$ cat src/rtl/ysyx_24100006_pkg.sv
// Shared fetch/decode definitions: the NOP bubble word and the IF->ID entry layout.
package ysyx_24100006_pkg;

    // addi x0, x0, 0 -- shown to decode whenever no instruction is queued
    localparam logic [31:0] NOP_INST = 32'h0000_0013;

    // One fetched instruction as it travels from IFU to IDU
    typedef struct packed {
        logic [31:0] pc;
        logic [31:0] inst;
        logic        fault;
    } if_entry_t;

endpackage

$ cat src/rtl/ysyx_24100006_ifid_fifo.sv
// IF->ID instruction queue: a small circular buffer that decouples fetch
// latency from decode stalls and is emptied in one cycle on a redirect.
//
// Handshake: a beat transfers on the input side when in_valid & in_ready, and
// on the output side when out_valid & out_ready & ~stall_id. in_ready depends
// only on registered occupancy, so there is no combinational path from
// out_ready to in_ready. A flush cancels both transfers in its cycle.
module ysyx_24100006_ifid_fifo #(
    parameter int          DEPTH    = 2,
    parameter logic [31:0] NOP_INST = 32'h0000_0013
) (
    input  logic                     clk,
    input  logic                     reset,
    input  logic                     flush,
    input  logic                     in_valid,
    output logic                     in_ready,
    input  logic [31:0]              in_pc,
    input  logic [31:0]              in_inst,
    input  logic                     in_fault,
    output logic                     out_valid,
    input  logic                     out_ready,
    input  logic                     stall_id,
    output logic [31:0]              out_pc,
    output logic [31:0]              out_inst,
    output logic                     out_fault,
    output logic [$clog2(DEPTH):0]   count
);
    import ysyx_24100006_pkg::*;

    localparam int AW = $clog2(DEPTH);
    localparam int CW = AW + 1;

    // Pointers wrap naturally because DEPTH is a power of two
    if_entry_t          mem_q [DEPTH];
    logic [AW-1:0]      wp_q, wp_d;
    logic [AW-1:0]      rp_q, rp_d;
    logic [CW-1:0]      cnt_q, cnt_d;
    logic               push, pop;
    if_entry_t          head;

    assign in_ready  = (cnt_q != CW'(DEPTH));
    assign out_valid = (cnt_q != '0);
    assign push      = in_valid & in_ready & ~flush;
    assign pop       = out_valid & out_ready & ~stall_id & ~flush;

    // Head entry; zeros and a NOP bubble when the queue is empty
    assign head      = mem_q[rp_q];
    assign out_pc    = out_valid ? head.pc    : 32'h0;
    assign out_inst  = out_valid ? head.inst  : NOP_INST;
    assign out_fault = out_valid ? head.fault : 1'b0;
    assign count     = cnt_q;

    // Next pointer/occupancy state; flush wins over any push or pop
    always_comb begin
        wp_d  = wp_q;
        rp_d  = rp_q;
        cnt_d = cnt_q;
        if (flush) begin
            wp_d  = '0;
            rp_d  = '0;
            cnt_d = '0;
        end else begin
            if (push) wp_d = wp_q + 1'b1;
            if (pop)  rp_d = rp_q + 1'b1;
            case ({push, pop})
                2'b10:   cnt_d = cnt_q + 1'b1;
                2'b01:   cnt_d = cnt_q - 1'b1;
                default: cnt_d = cnt_q;
            endcase
        end
    end

    // Control registers; reset drops every queued entry immediately
    always_ff @(posedge clk or negedge reset) begin
        if (!reset) begin
            wp_q  <= '0;
            rp_q  <= '0;
            cnt_q <= '0;
        end else begin
            wp_q  <= wp_d;
            rp_q  <= rp_d;
            cnt_q <= cnt_d;
        end
    end

    // Entry storage; contents are meaningless until written, so no reset
    always_ff @(posedge clk) begin
        if (push) begin
            mem_q[wp_q] <= '{pc: in_pc, inst: in_inst, fault: in_fault};
        end
    end

endmodule

$ cat config.mk
export PLATFORM = sky130hd
export DESIGN_NAME = ysyx_24100006_ifid_fifo
export DESIGN_NICKNAME = d
export VERILOG_FILES = /design/src/rtl/ysyx_24100006_pkg.sv /design/src/rtl/ysyx_24100006_ifid_fifo.sv
export SDC_FILE = /design/constraint.sdc
export NUM_CORES = 1
export LEC_CHECK = 0
export CAP_MARGIN = 20
export CORE_MARGIN = 2
export CORE_UTILIZATION = 48
export CTS_CLUSTER_SIZE = 10
export DETAILED_ROUTE_END_ITERATION = 8
export PLACE_DENSITY = 0.79
export SKIP_CTS_REPAIR_TIMING = 1
export SLEW_MARGIN = 30
export SYNTH_ARGS = -nofsm -noshare
export SYNTH_HDL_FRONTEND = slang
export SYNTH_SLANG_ARGS = --single-unit
$ cat constraint.sdc
create_clock -name clk -period 7.35 [get_ports clk]
set_clock_uncertainty 0.15 [all_clocks]
set_input_delay 1.8375 -clock clk [delete_from_list [all_inputs] [get_ports clk]]
set_output_delay 1.8375 -clock clk [all_outputs]
set_load 0.01 [all_outputs]
==> impl_table.tex, run 1 <==
\begin{tabular}{lr}
\hline
Metric & Value \\
\hline
\multicolumn{2}{l}{\textbf{Worst setup path}} \\
\quad Capturing element type of the critical path & output pin \\
\quad Slowest stage delay, CP & approximately 0.82 ns \\
\quad Largest fanout on the critical path & 35 \\
\quad Arrival @ worst endpoint & between 2 and 3 ns \\
\quad Start-to-end type of the worst setup path & reg -> out \\
\quad Required time of the critical path & 5.36 ns \\
\quad Critical path startpoint category & flip-flop \\
\quad Critical Path, Cell by Cell & buf\_12 > mux2i\_1 > nor2\_1 > clkdlybuf4s50\_1 \\
\quad Count of cells along the worst register-to-register path & 5 \\
\quad Crit-path slowest cell & dfrtp\_4 \\
\multicolumn{2}{l}{\textbf{Job}} \\
\quad Number of violations of the max-capacitance limit & 0 \\
\multicolumn{2}{l}{\textbf{Timing}} \\
\quad Max-slew violation count & 0 \\
\quad Setup\_tns & 0 ns \\
\quad Hold violation count in the final report & 0 \\
\quad RSZ-0062 raised after global routing & false \\
\quad F\_max & approximately 0.22 GHz \\
\quad Rel. slew slack & a little over two fifths \\
\quad Portion of the clock cycle consumed by the worst path in the final layout & between 60\% and 70\% \\
\quad Hold slack final & 0.479 ns \\
\quad Post-layout worst setup margin & 2.86 ns \\
\quad Worst-margin pin slew & just under 0.9 ns \\
\quad Tmin final & approximately 4.5 ns \\
\quad Final setup viols & 0 \\
\multicolumn{2}{l}{\textbf{Logic synthesis}} \\
\quad Synth Instances & around 300 \\
\quad Fraction of the yosys area taken by sequential cells & between 70\% and 80\% \\
\quad Total of flip-flops plus latches after synthesis & approximately 130 \\
\quad Main synth FF type & edfxtp\_1 \\
\quad Combined area of all synthesized cells & about 5000 µm² \\
\quad Distinct cell type count of the synthesized netlist & 23 \\
\quad Number of flops mapped to enable cells by yosys & 130 \\
\quad Count of synthesis-stage warnings from yosys & 0 \\
\quad FFs w/ async S/R, synth & 2.99\% \\
\quad Avg Synthesized Cell Area & 16.9 µm² \\
\quad Net count after synthesis & about 380 \\
\multicolumn{2}{l}{\textbf{Global routing}} \\
\quad Maximum number of pins on one net before global-route repair & 67 \\
\quad Global-route total usage across every layer & between 10\% and 20\% \\
\quad First-pass GRT wire length & 15100 µm \\
\quad Via count of the first global-routing pass & 3122 \\
\quad Antenna violations before repair & 0 \\
\quad Total grt overflow & 0 \\
\multicolumn{2}{l}{\textbf{Floorplan}} \\
\quad Placement row count & 37 \\
\quad Area of the core & slightly above 10000 µm² \\
\quad Top-level I/O count & 140 \\
\quad Chip height & 108 µm \\
\quad Effective utilization at floorplan & around half \\
\quad Width of the die & approximately 110 µm \\
\quad Total die area & between 10000 and 15000 µm² \\
\multicolumn{2}{l}{\textbf{Drt}} \\
\quad Residual DRC & 0 \\
\quad Detailed Route WL & between 9000 and 10000 µm \\
\quad 1st-pass router iterations & 4 \\
\quad DR WL/cell & around 16 µm \\
\quad Via Count & about 3000 \\
\quad Starting DRC count in detailed routing & between 150 and 200 \\
\quad Via-to-Cell Ratio & approximately 5 \\
\quad Count of antenna-violating nets left after detailed routing & 0 \\
\multicolumn{2}{l}{\textbf{Layout}} \\
\quad Layout cells sized above 1 & under 10\% \\
\quad Area used by multi-input combinational logic & 1050 µm² \\
\quad Sequential cell area & roughly 4000 µm² \\
\quad Post-Layout Inst Area & between 7000 and 8000 µm² \\
\quad Number of fillers in the final layout & between 600 and 700 \\
\quad Antenna Cells & 0 \\
\quad Net count of the finished layout & 522 \\
\quad Synth-to-Final Area Change & 40.5\% \\
\multicolumn{2}{l}{\textbf{Placement}} \\
\quad Worst slack, placed & around 3.3 ns \\
\quad Buffers on Ports & 139 \\
\quad Final estimated routing congestion in global placement & between 0.7 and 0.8 \\
\quad Hpwl dp & 6170 µm \\
\quad Standard cell area after detailed placement & roughly 6700 µm² \\
\multicolumn{2}{l}{\textbf{Clocking}} \\
\quad Total clock buffers created by CTS & 17 \\
\quad CTS tree & yes \\
\quad Root buffer cell & clkbuf\_8 \\
\quad Clock H-tree levels & 4 \\
\quad Worst skew pair latency & about 0.5 ns \\
\quad Clk pin slew, worst setup/hold paths & $\sim$0.060 ns \\
\quad Worst-case clock buffer depth & 2 \\
\quad Clock Sinks & between 100 and 150 \\
\multicolumn{2}{l}{\textbf{Power}} \\
\quad Pwr/cell area & about 260 nW/µm² \\
\quad Leakage power & $\sim$0.0024 µW \\
\quad IR Drop Worst-Case VDD & 0.000184 V \\
\multicolumn{2}{l}{\textbf{Worst hold path}} \\
\quad Hold depth & 2 \\
\quad Hold WC Path Type & reg -> reg \\
\multicolumn{2}{l}{\textbf{Run status}} \\
\quad Result of the run & completed \\
\hline
\end{tabular}
## worst max-delay path, delay by kind of cell (launching register included)
| kind | cells | cell delay (ns) |
|---|---|---|
| flops | 1 | 0.82 |
| simple gates | 1 | 0.06 |
| buf+inv | 2 | 0.82 |
| mux | 1 | 0.28 |
## registers in the layout, indices dropped and copies added (netlist names)
name and flops:
wp_q 1, rp_q 1, count 2, mem_q 130
## cell usage in the layout (no fill, tap or decap)
master / count
clkdlybuf4s50_1: 139
a21oi_1: 2
dfrtp_1: 3
and2b_2: 1
nand2b_1: 2
nor2_4: 1
nand2_1: 6
inv_6: 4
or3_1: 2
bufinv_16: 1
inv_2: 1
clkbuf_8: 1
clkbuf_1: 1
nand3_1: 1
a21o_1: 1
inv_8: 2
nand4b_1: 1
a31oi_1: 1
clkinv_4: 3
clkinvlp_4: 4
buf_12: 1
o21ai_0: 3
nor2_1: 62
clkbuf_16: 16
inv_1: 2
mux2i_1: 66
dfrtp_4: 1
nor3_2: 1
nor2b_1: 1
buf_4: 3
nor3b_4: 1
edfxtp_1: 130
## cell type report
class | instances | area share (%)
repair buffers | 143 | 19.8
flip-flops and latches | 134 | 55.4
multi-input cells | 152 | 14.5
clock inverters | 14 | 1.99
inverters | 3 | 0.156
clock buffers | 18 | 5.78
well taps | 136 | 2.35
## path summary, 6_finish.rpt
path                                     end      from  slack [ns]
worst max-delay path            out_inst[22]      rp_q        2.86
worst min-delay path                    wp_q      wp_q        0.48
worst max register to register  mem_q[1][57]  count[1]        5.02
worst min register to register          wp_q      wp_q        0.48
max in group asynchronous               rp_q     reset        5.47
min in group asynchronous           count[0]     reset        1.39
## layer usage
metal	global-route usage [%]	up-vias	part of all wire [%]
met4	6.68	0	1.5
li1	-	1418	-
met3	4.60	12	5.3
met5	0	-	0
met2	29.5	95	52
met1	21.1	1469	41
## synthesized netlist by cell type (all sizes together) (2+ instances only)
cell type,instances,area [µm²]
dfrtp,4,100
inv,3,11.3
nor2,63,236
or3,2,12.5
nand2b,2,12.5
nand2,6,22.5
mux2i,66,661
edfxtp,130,3900
a21oi,2,10.0
o21ai,3,15.0
buf,14,106
## power by group
part	switching (µW)	internal, µW
Combinational	91.0	111
Sequential	12.8	871
Clock	325	458
## logic make-up after synthesis
logic type	Yosys count	share of synthesized area, %
flip-flops	134	77.7
AND/OR/NAND/NOR	79	6.32
multiplexers	66	12.8
buffers and inverters	18	2.36
AO/OA/AOI/OAI	7	0.753
## metrics by stage
stage / instances / total power [µW] / util, %
floorplan: 304 / 984 / -
finish: 600 / 1870 / 69.8
global route: 600 / 1930 / 69.8
CTS: 600 / 1890 / 69.8
detailed placement: 568 / 1100 / 64.3
global placement: 567 / 1100 / 64.1
Note: power is estimated with default switching activity, not from simulation.
==> run 2: changes to the inputs <==
clock period = 4.15 ns   (was 7.35 ns; I/O delays follow)
==> run 2 against run 1 <==
  * Cell count is 0.33% higher
  * Flip-flop and latch count stayed put
  * Global-route usage is 0.97 points higher
  * Power is 82% higher
  * Sequential power is 78% higher
  * Routed wire length is 5.4% higher
  * Critical path type unchanged
  * Critical endpoint is now out_pc[28]
  * First-iteration DRC count is 27% higher
  * Sequential share of layout area is 0.57 points lower
  * Clock power is 88% higher
  * Utilization is 0.72 points higher
==> impl_table.tex, run 2 (synthesis gave the netlist of run 1 again) <==
\begin{tabular}{lr}
\hline
Metric & Value \\
\hline
\multicolumn{2}{l}{\textbf{Layout}} \\
\quad Net count of the finished layout & around 520 \\
\quad Largest Register & mem\_q \\
\quad Antenna Cells & 0 \\
\quad Sequential cell area & between 4000 and 5000 µm² \\
\quad Number of non-filler instances in the completed layout & about 600 \\
\quad Max reg flops & 130 \\
\quad Layout cells sized above 1 & around 9\% \\
\quad Post-Layout Inst Area & approximately 7300 µm² \\
\quad Leading cell type in the layout, fill and taps excluded & clkdlybuf4s50\_1 \\
\quad Most frequent cells in the layout & clkdlybuf4s50\_1, edfxtp\_1, mux2i\_1, nor2\_1, clkbuf\_16 \\
\quad Number of fillers in the final layout & a little over 700 \\
\quad Synth-to-Final Area Change & 41.9\% \\
\quad Area used by multi-input combinational logic & between 1000 and 1500 µm² \\
\multicolumn{2}{l}{\textbf{Drt}} \\
\quad Detailed Route WL & between 10000 and 15000 µm \\
\quad DR WL/cell & between 15 and 20 µm \\
\quad Met2 wirelength from detailed routing & about 5400 µm \\
\quad Via Count & between 3000 and 4000 \\
\quad Starting DRC count in detailed routing & 195 \\
\quad Residual DRC & 0 \\
\quad 1st-pass router iterations & 4 \\
\quad Via-to-Cell Ratio & about 5.1 \\
\quad Met3 routed wirelength & approximately 600 µm \\
\quad Routed metal-1 wire length & about 3800 µm \\
\quad Uppermost layer routed & met4 \\
\quad Count of antenna-violating nets left after detailed routing & 0 \\
\multicolumn{2}{l}{\textbf{Power}} \\
\quad Internal & between 2000 and 3000 µW \\
\quad Net switching power of the design & about 740 µW \\
\quad Share of total power in the clock network & a little over two fifths \\
\quad Share of total power consumed by net switching & between 20\% and 30\% \\
\quad Seq pwr share & 46.0\% \\
\quad Pwr/cell area & 467 nW/µm² \\
\quad Leakage power & between 0.002 and 0.0025 µW \\
\quad IR Drop Worst-Case VDD & around 0.00032 V \\
\quad Total power consumption of the routed design & around 3400 µW \\
\quad Logic pwr share & between 10\% and 20\% \\
\multicolumn{2}{l}{\textbf{Floorplan}} \\
\quad Width of the die & between 100 and 150 µm \\
\quad Total die area & 11600 µm² \\
\quad Placement row count & 37 \\
\quad Chip height & 108 µm \\
\quad Area of the core & slightly above 10000 µm² \\
\quad Effective utilization at floorplan & between 40\% and 50\% \\
\quad Top-level I/O count & 140 \\
\multicolumn{2}{l}{\textbf{Global routing}} \\
\quad Global-route total usage across every layer & between 10\% and 20\% \\
\quad Via count of the first global-routing pass & between 3000 and 4000 \\
\quad First-pass GRT wire length & around 16000 µm \\
\quad Antenna violations before repair & 0 \\
\quad Maximum number of pins on one net before global-route repair & 66 \\
\quad Total grt overflow & 0 \\
\multicolumn{2}{l}{\textbf{Worst setup path}} \\
\quad Critical path startpoint category & flip-flop \\
\quad Arrival @ worst endpoint & between 2 and 3 ns \\
\quad Start-to-end type of the worst setup path & reg -> out \\
\quad Required time of the critical path & about 3 ns \\
\quad Cell class contributing the biggest share of worst-path delay & flip-flops \\
\quad Critical Path, Cell by Cell & buf\_4 > mux2i\_1 > nor2\_1 > clkdlybuf4s50\_1 \\
\quad Largest fanout on the critical path & 44 \\
\quad Buffer and inverter count on the worst path & 2 \\
\quad Capturing element type of the critical path & output pin \\
\quad Crit-path slowest cell & dfrtp\_4 \\
\quad Slowest stage delay, CP & roughly 0.92 ns \\
\multicolumn{2}{l}{\textbf{Clocking}} \\
\quad CTS tree & yes \\
\quad Clock Sinks & between 100 and 150 \\
\quad Worst skew pair latency & a little over 0.5 ns \\
\quad Total clock buffers created by CTS & 17 \\
\quad Root buffer cell & clkbuf\_8 \\
\quad Worst-case clock buffer depth & 2 \\
\quad Clk pin slew, worst setup/hold paths & around 0.06 ns \\
\quad Clock H-tree levels & 4 \\
\multicolumn{2}{l}{\textbf{Placement}} \\
\quad Instance count after placement with tap cells included & 570 \\
\quad Standard cell area after detailed placement & around 6700 µm² \\
\quad Buffers on Ports & approximately 140 \\
\quad Final estimated routing congestion in global placement & between 0.7 and 0.8 \\
\quad Hpwl dp & 6540 µm \\
\multicolumn{2}{l}{\textbf{Timing}} \\
\quad Hold violation count in the final report & 0 \\
\quad Max-slew violation count & 0 \\
\quad Rel. slew slack & 49.4\% \\
\quad Setup\_tns & 0 ns \\
\quad Tmin final & 3.88 ns \\
\quad Hold slack final & around 0.47 ns \\
\quad Portion of the clock cycle consumed by the worst path in the final layout & between 90\% and 100\% \\
\quad Final setup viols & 0 \\
\quad F\_max & 0.258 GHz \\
\quad RSZ-0062 raised after global routing & false \\
\quad Worst-margin pin slew & about 0.76 ns \\
\multicolumn{2}{l}{\textbf{Job}} \\
\quad Number of violations of the max-capacitance limit & 0 \\
\multicolumn{2}{l}{\textbf{Worst hold path}} \\
\quad Hold WC Path Type & reg -> reg \\
\multicolumn{2}{l}{\textbf{Run status}} \\
\quad Result of the run & completed \\
\hline
\end{tabular}
## run 2: cell type report
type                    instances  share of cell area (%)
multi-input cells             152                    14.4
inverters                       3                   0.154
repair buffers                145                    20.2
flip-flops and latches        134                    54.8
clock buffers                  19                    5.77
clock inverters                13                    2.31
well taps                     136                    2.33
## run 2: worst min-delay path, cell delays in order, from the launching register on
cell	delay (ns)
dfrtp_1	0.42
o21ai_0	0.09
a21oi_1	0.06
## run 2: layer usage
metal,global-route usage [%],up-vias
li1,-,1430
met1,19.5,1475
met2,31.1,115
met3,5.99,32
met4,11.7,0
met5,0,-
## run 2: final timing paths
check | slack (ns) | cells past startpoint | start | to
worst min-delay path | 0.47 | 2 | wp_q | wp_q
worst min register to register | 0.47 | 2 | wp_q | wp_q
worst max register to register | 2.15 | 5 | count[1] | mem_q[1][21]
max in group asynchronous | 3.08 | 1 | reset | rp_q
min in group asynchronous | 0.58 | 1 | reset | count[0]
worst max-delay path | 0.27 | 4 | rp_q | out_pc[28]
## run 2: through the flow
stage	setup slack (ns)	utilization, %
2_1_floorplan	0.684	-
3_3_place_gp	0.912	64.8
3_5_place_dp	0.819	64.8
4_1_cts	0.250	70.5
5_1_grt	0.170	70.5
6_report	0.274	70.5
## run 2: power groups by stage
| stage | clock [µW] | combinational, µW | sequential [µW] |
|---|---|---|---|
| 2_1_floorplan | 0 | 158 | 1580 |
| 3_3_place_gp | 0 | 361 | 1590 |
| 3_5_place_dp | 0 | 369 | 1600 |
| 4_1_cts | 1500 | 372 | 1570 |
| 5_1_grt | 1560 | 394 | 1570 |
| 6_report | 1470 | 369 | 1570 |
==> run 3: changes to the inputs <==
ABC_AREA = 1   (was default)
==> run 3 against run 2 <==
  * Register-to-register slack got worse by 0.12 ns
  * Combinational power grew 140%
  * Design area decreased by 0.89%
  * Sequential power rose by 3%
  * Worst hold slack worse by 0.016 ns
  * Via count rose by 13%
  * Maximum frequency grew 8.0%
  * Non-clock buffer count up 1
  * First-iteration DRC count grew 40%
  * Critical path depth unchanged
  * Power up 15%
  * Critical endpoint is now out_inst[12]
  * Largest cell class unchanged
  * Largest power group unchanged
==> impl_table.tex, run 3 <==
\begin{tabular}{lr}
\hline
Metric & Value \\
\hline
\multicolumn{2}{l}{\textbf{Run status}} \\
\quad Result of the run & completed \\
\multicolumn{2}{l}{\textbf{Power}} \\
\quad Share of total power in the clock network & 36.5\% \\
\quad Leakage power & about 0.0026 µW \\
\quad Net switching power of the design & 1010 µW \\
\quad Logic pwr share & between 20\% and 30\% \\
\quad Internal & just under 3000 µW \\
\quad Seq pwr share & around two fifths \\
\quad IR Drop Worst-Case VDD & a little over 0.0003 V \\
\quad Share of total power consumed by net switching & approximately a quarter \\
\quad Pwr/cell area & approximately 540 nW/µm² \\
\multicolumn{2}{l}{\textbf{Worst hold path}} \\
\quad Hold depth & 2 \\
\quad Hold EP & wp\_q \\
\quad Hold Startpoint & wp\_q \\
\quad Hold WC Path Type & reg -> reg \\
\multicolumn{2}{l}{\textbf{Global routing}} \\
\quad Maximum number of pins on one net before global-route repair & 67 \\
\quad Antenna violations before repair & 0 \\
\quad Via count of the first global-routing pass & between 3000 and 4000 \\
\quad First-pass GRT wire length & 16900 µm \\
\quad Total grt overflow & 0 \\
\quad Global-route total usage across every layer & about 20\% \\
\multicolumn{2}{l}{\textbf{Timing}} \\
\quad Portion of the clock cycle consumed by the worst path in the final layout & just under 90\% \\
\quad F\_max & between 0.2 and 0.3 GHz \\
\quad Worst-margin pin slew & just over 0.7 ns \\
\quad Max-slew violation count & 0 \\
\quad Tmin final & 3.59 ns \\
\quad Final setup viols & 0 \\
\quad Hold violation count in the final report & 0 \\
\quad Setup\_tns & 0 ns \\
\quad Rel. slew slack & a little over half \\
\quad RSZ-0062 raised after global routing & false \\
\multicolumn{2}{l}{\textbf{Drt}} \\
\quad Starting DRC count in detailed routing & around 270 \\
\quad Residual DRC & 0 \\
\quad DR WL/cell & 15.7 µm \\
\quad 1st-pass router iterations & 5 \\
\quad Detailed Route WL & roughly 11000 µm \\
\quad Count of antenna-violating nets left after detailed routing & 0 \\
\quad Via-to-Cell Ratio & approximately 5.0 \\
\quad Via Count & approximately 3400 \\
\multicolumn{2}{l}{\textbf{Clocking}} \\
\quad Clock Sinks & about 130 \\
\quad Worst skew pair latency & just under 0.5 ns \\
\quad Total clock buffers created by CTS & 17 \\
\quad CTS tree & yes \\
\quad Root buffer cell & clkbuf\_8 \\
\quad Clock H-tree levels & 4 \\
\quad Clk pin slew, worst setup/hold paths & about 0.050 ns \\
\quad Worst-case clock buffer depth & 2 \\
\multicolumn{2}{l}{\textbf{Job}} \\
\quad Number of violations of the max-capacitance limit & 0 \\
\multicolumn{2}{l}{\textbf{Logic synthesis}} \\
\quad Net count after synthesis & 460 \\
\quad Combined area of all synthesized cells & approximately 5100 µm² \\
\quad Total of flip-flops plus latches after synthesis & $\sim$130 \\
\quad Area share of the leading cell type in the synthesized netlist & between 70\% and 80\% \\
\quad FFs w/ async S/R, synth & between 2 and 3\% \\
\quad Cell accounting for the most synthesized area & edfxtp\_1 \\
\quad Synth Instances & between 300 and 400 \\
\quad Dominant cell by count in the synthesized netlist & nand2\_1 \\
\quad Count of synthesis-stage warnings from yosys & 0 \\
\quad Number of flops mapped to enable cells by yosys & 130 \\
\quad Commonest cells in the synthesized netlist & nand2\_1, edfxtp\_1, a21oi\_1 \\
\quad Fraction of the yosys area taken by sequential cells & around 79\% \\
\quad Distinct cell type count of the synthesized netlist & 17 \\
\quad Avg Synthesized Cell Area & between 10 and 15 µm² \\
\quad Main synth FF type & edfxtp\_1 \\
\quad Top post-synthesis cells by area & edfxtp\_1, nand2\_1, a21oi\_1 \\
\multicolumn{2}{l}{\textbf{Layout}} \\
\quad Number of fillers in the final layout & slightly above 700 \\
\quad Final Util & a little over two thirds \\
\quad Leading cell type in the layout, fill and taps excluded & nand2\_1 \\
\quad Max reg flops & 130 \\
\quad Synth-to-Final Area Change & 42.2\% \\
\quad Antenna Cells & 0 \\
\quad Layout cells sized above 1 & between 8 and 9\% \\
\quad Net count of the finished layout & around 610 \\
\quad Most frequent cells in the layout & nand2\_1, clkdlybuf4s50\_1, edfxtp\_1, a21oi\_1, clkbuf\_16 \\
\quad Largest Register & mem\_q \\
\multicolumn{2}{l}{\textbf{Worst setup path}} \\
\quad Required time of the critical path & slightly below 3 ns \\
\quad Worst R2R End & mem\_q[0][41] \\
\quad Critical path startpoint category & flip-flop \\
\quad Largest fanout on the critical path & 66 \\
\quad Arrival @ worst endpoint & roughly 2.4 ns \\
\quad Start-to-end type of the worst setup path & reg -> out \\
\quad Register-to-register setup slack & roughly 2 ns \\
\quad Count of cells along the worst register-to-register path & 7 \\
\quad Capturing element type of the critical path & output pin \\
\quad RR Startpoint & count[0] \\
\multicolumn{2}{l}{\textbf{Floorplan}} \\
\quad Total die area & about 11000 µm² \\
\quad Chip height & $\sim$110 µm \\
\quad Top-level I/O count & 140 \\
\quad Effective utilization at floorplan & about 49\% \\
\quad Width of the die & around 110 µm \\
\quad Placement row count & 37 \\
\quad Area of the core & about 10000 µm² \\
\multicolumn{2}{l}{\textbf{Placement}} \\
\quad Hpwl dp & around 6600 µm \\
\quad Final estimated routing congestion in global placement & 0.757 \\
\quad Buffers on Ports & 139 \\
\hline
\end{tabular}
## run 3: cell count changes after synthesis, sizes merged, moves of 3 or more
| cell | before | now |
|---|---|---|
| a21oi | 2 | 63 |
| clkbuf | 1 | 4 |
| inv | 3 | 10 |
| mux2i | 66 | 0 |
| nand2 | 6 | 148 |
| nand3 | 1 | 5 |
| nor2 | 63 | 4 |
## run 3: worst max-delay path by stage
stage | from | endpoint | slack (ns) | cells after the start
2_1_floorplan | in_valid | mem_q[1][0] | 0.89 | 2
3_3_place_gp | flush | mem_q[0][24] | 1.15 | 5
3_5_place_dp | rp_q | out_pc[30] | 1.10 | 4
4_1_cts | rp_q | out_inst[12] | 0.47 | 4
5_1_grt | rp_q | out_inst[12] | 0.39 | 4
6_report | rp_q | out_inst[12] | 0.56 | 4
## run 3: area by class of cell
| type | instances | area, µm² | share of cell area, % |
|---|---|---|---|
| flip-flops and latches | 134 | 4010 | 55.3 |
| repair buffers | 146 | 1480 | 20.5 |
| multi-input cells | 225 | 972 | 13.4 |
| clock buffers | 19 | 422 | 5.82 |
| well taps | 136 | 170 | 2.35 |
| clock inverters | 13 | 155 | 2.14 |
| inverters | 10 | 37.5 | 0.518 |
## run 3: cells by family (layout without fill, tap and decap cells)
kind of cell / count (synthesis) / after routing / synth area share (%)
AND/OR/NAND/NOR: 161 / 161 / 12.4
flip-flops: 134 / 134 / 78.6
AO/OA/AOI/OAI: 64 / 64 / 6.36
buffers and inverters: 30 / 188 / 2.60
## run 3: per-stage QoR
stage	setup slack, ns	hold WS (ns)	std cells	power [µW]	cell area, µm²
after floorplan	0.894	0.396	389	2020	5100
final	0.561	0.453	683	3940	7240
after global placement	1.15	0.427	651	2520	6670
after CTS	0.471	0.454	683	3980	7240
after detailed placement	1.10	0.450	651	2530	6670
after global routing	0.387	0.501	683	4100	7240
## run 3: power groups by stage
stage	registers (µW)	logic (µW)	clock network [µW]
after floorplan	1640	382	0
after global placement	1640	880	0
after detailed placement	1640	893	0
after CTS	1610	901	1460
after global routing	1620	963	1520
final	1610	887	1440
## run 3: worst max-delay path, stage by stage, from the launching register on
cell	delay, ns
dfrtp_2	0.36
buf_4	0.57
nand2_1	0.15
a21oi_1	0.24
clkdlybuf4s50_1	0.57
## run 3: metal layers
layer  share of wire [%]  global-route usage [%]
met2                  53                    32.5
met1                  39                    24.6
met5                   0                       0
met3                 6.5                    5.29
met4                 1.1                    7.88
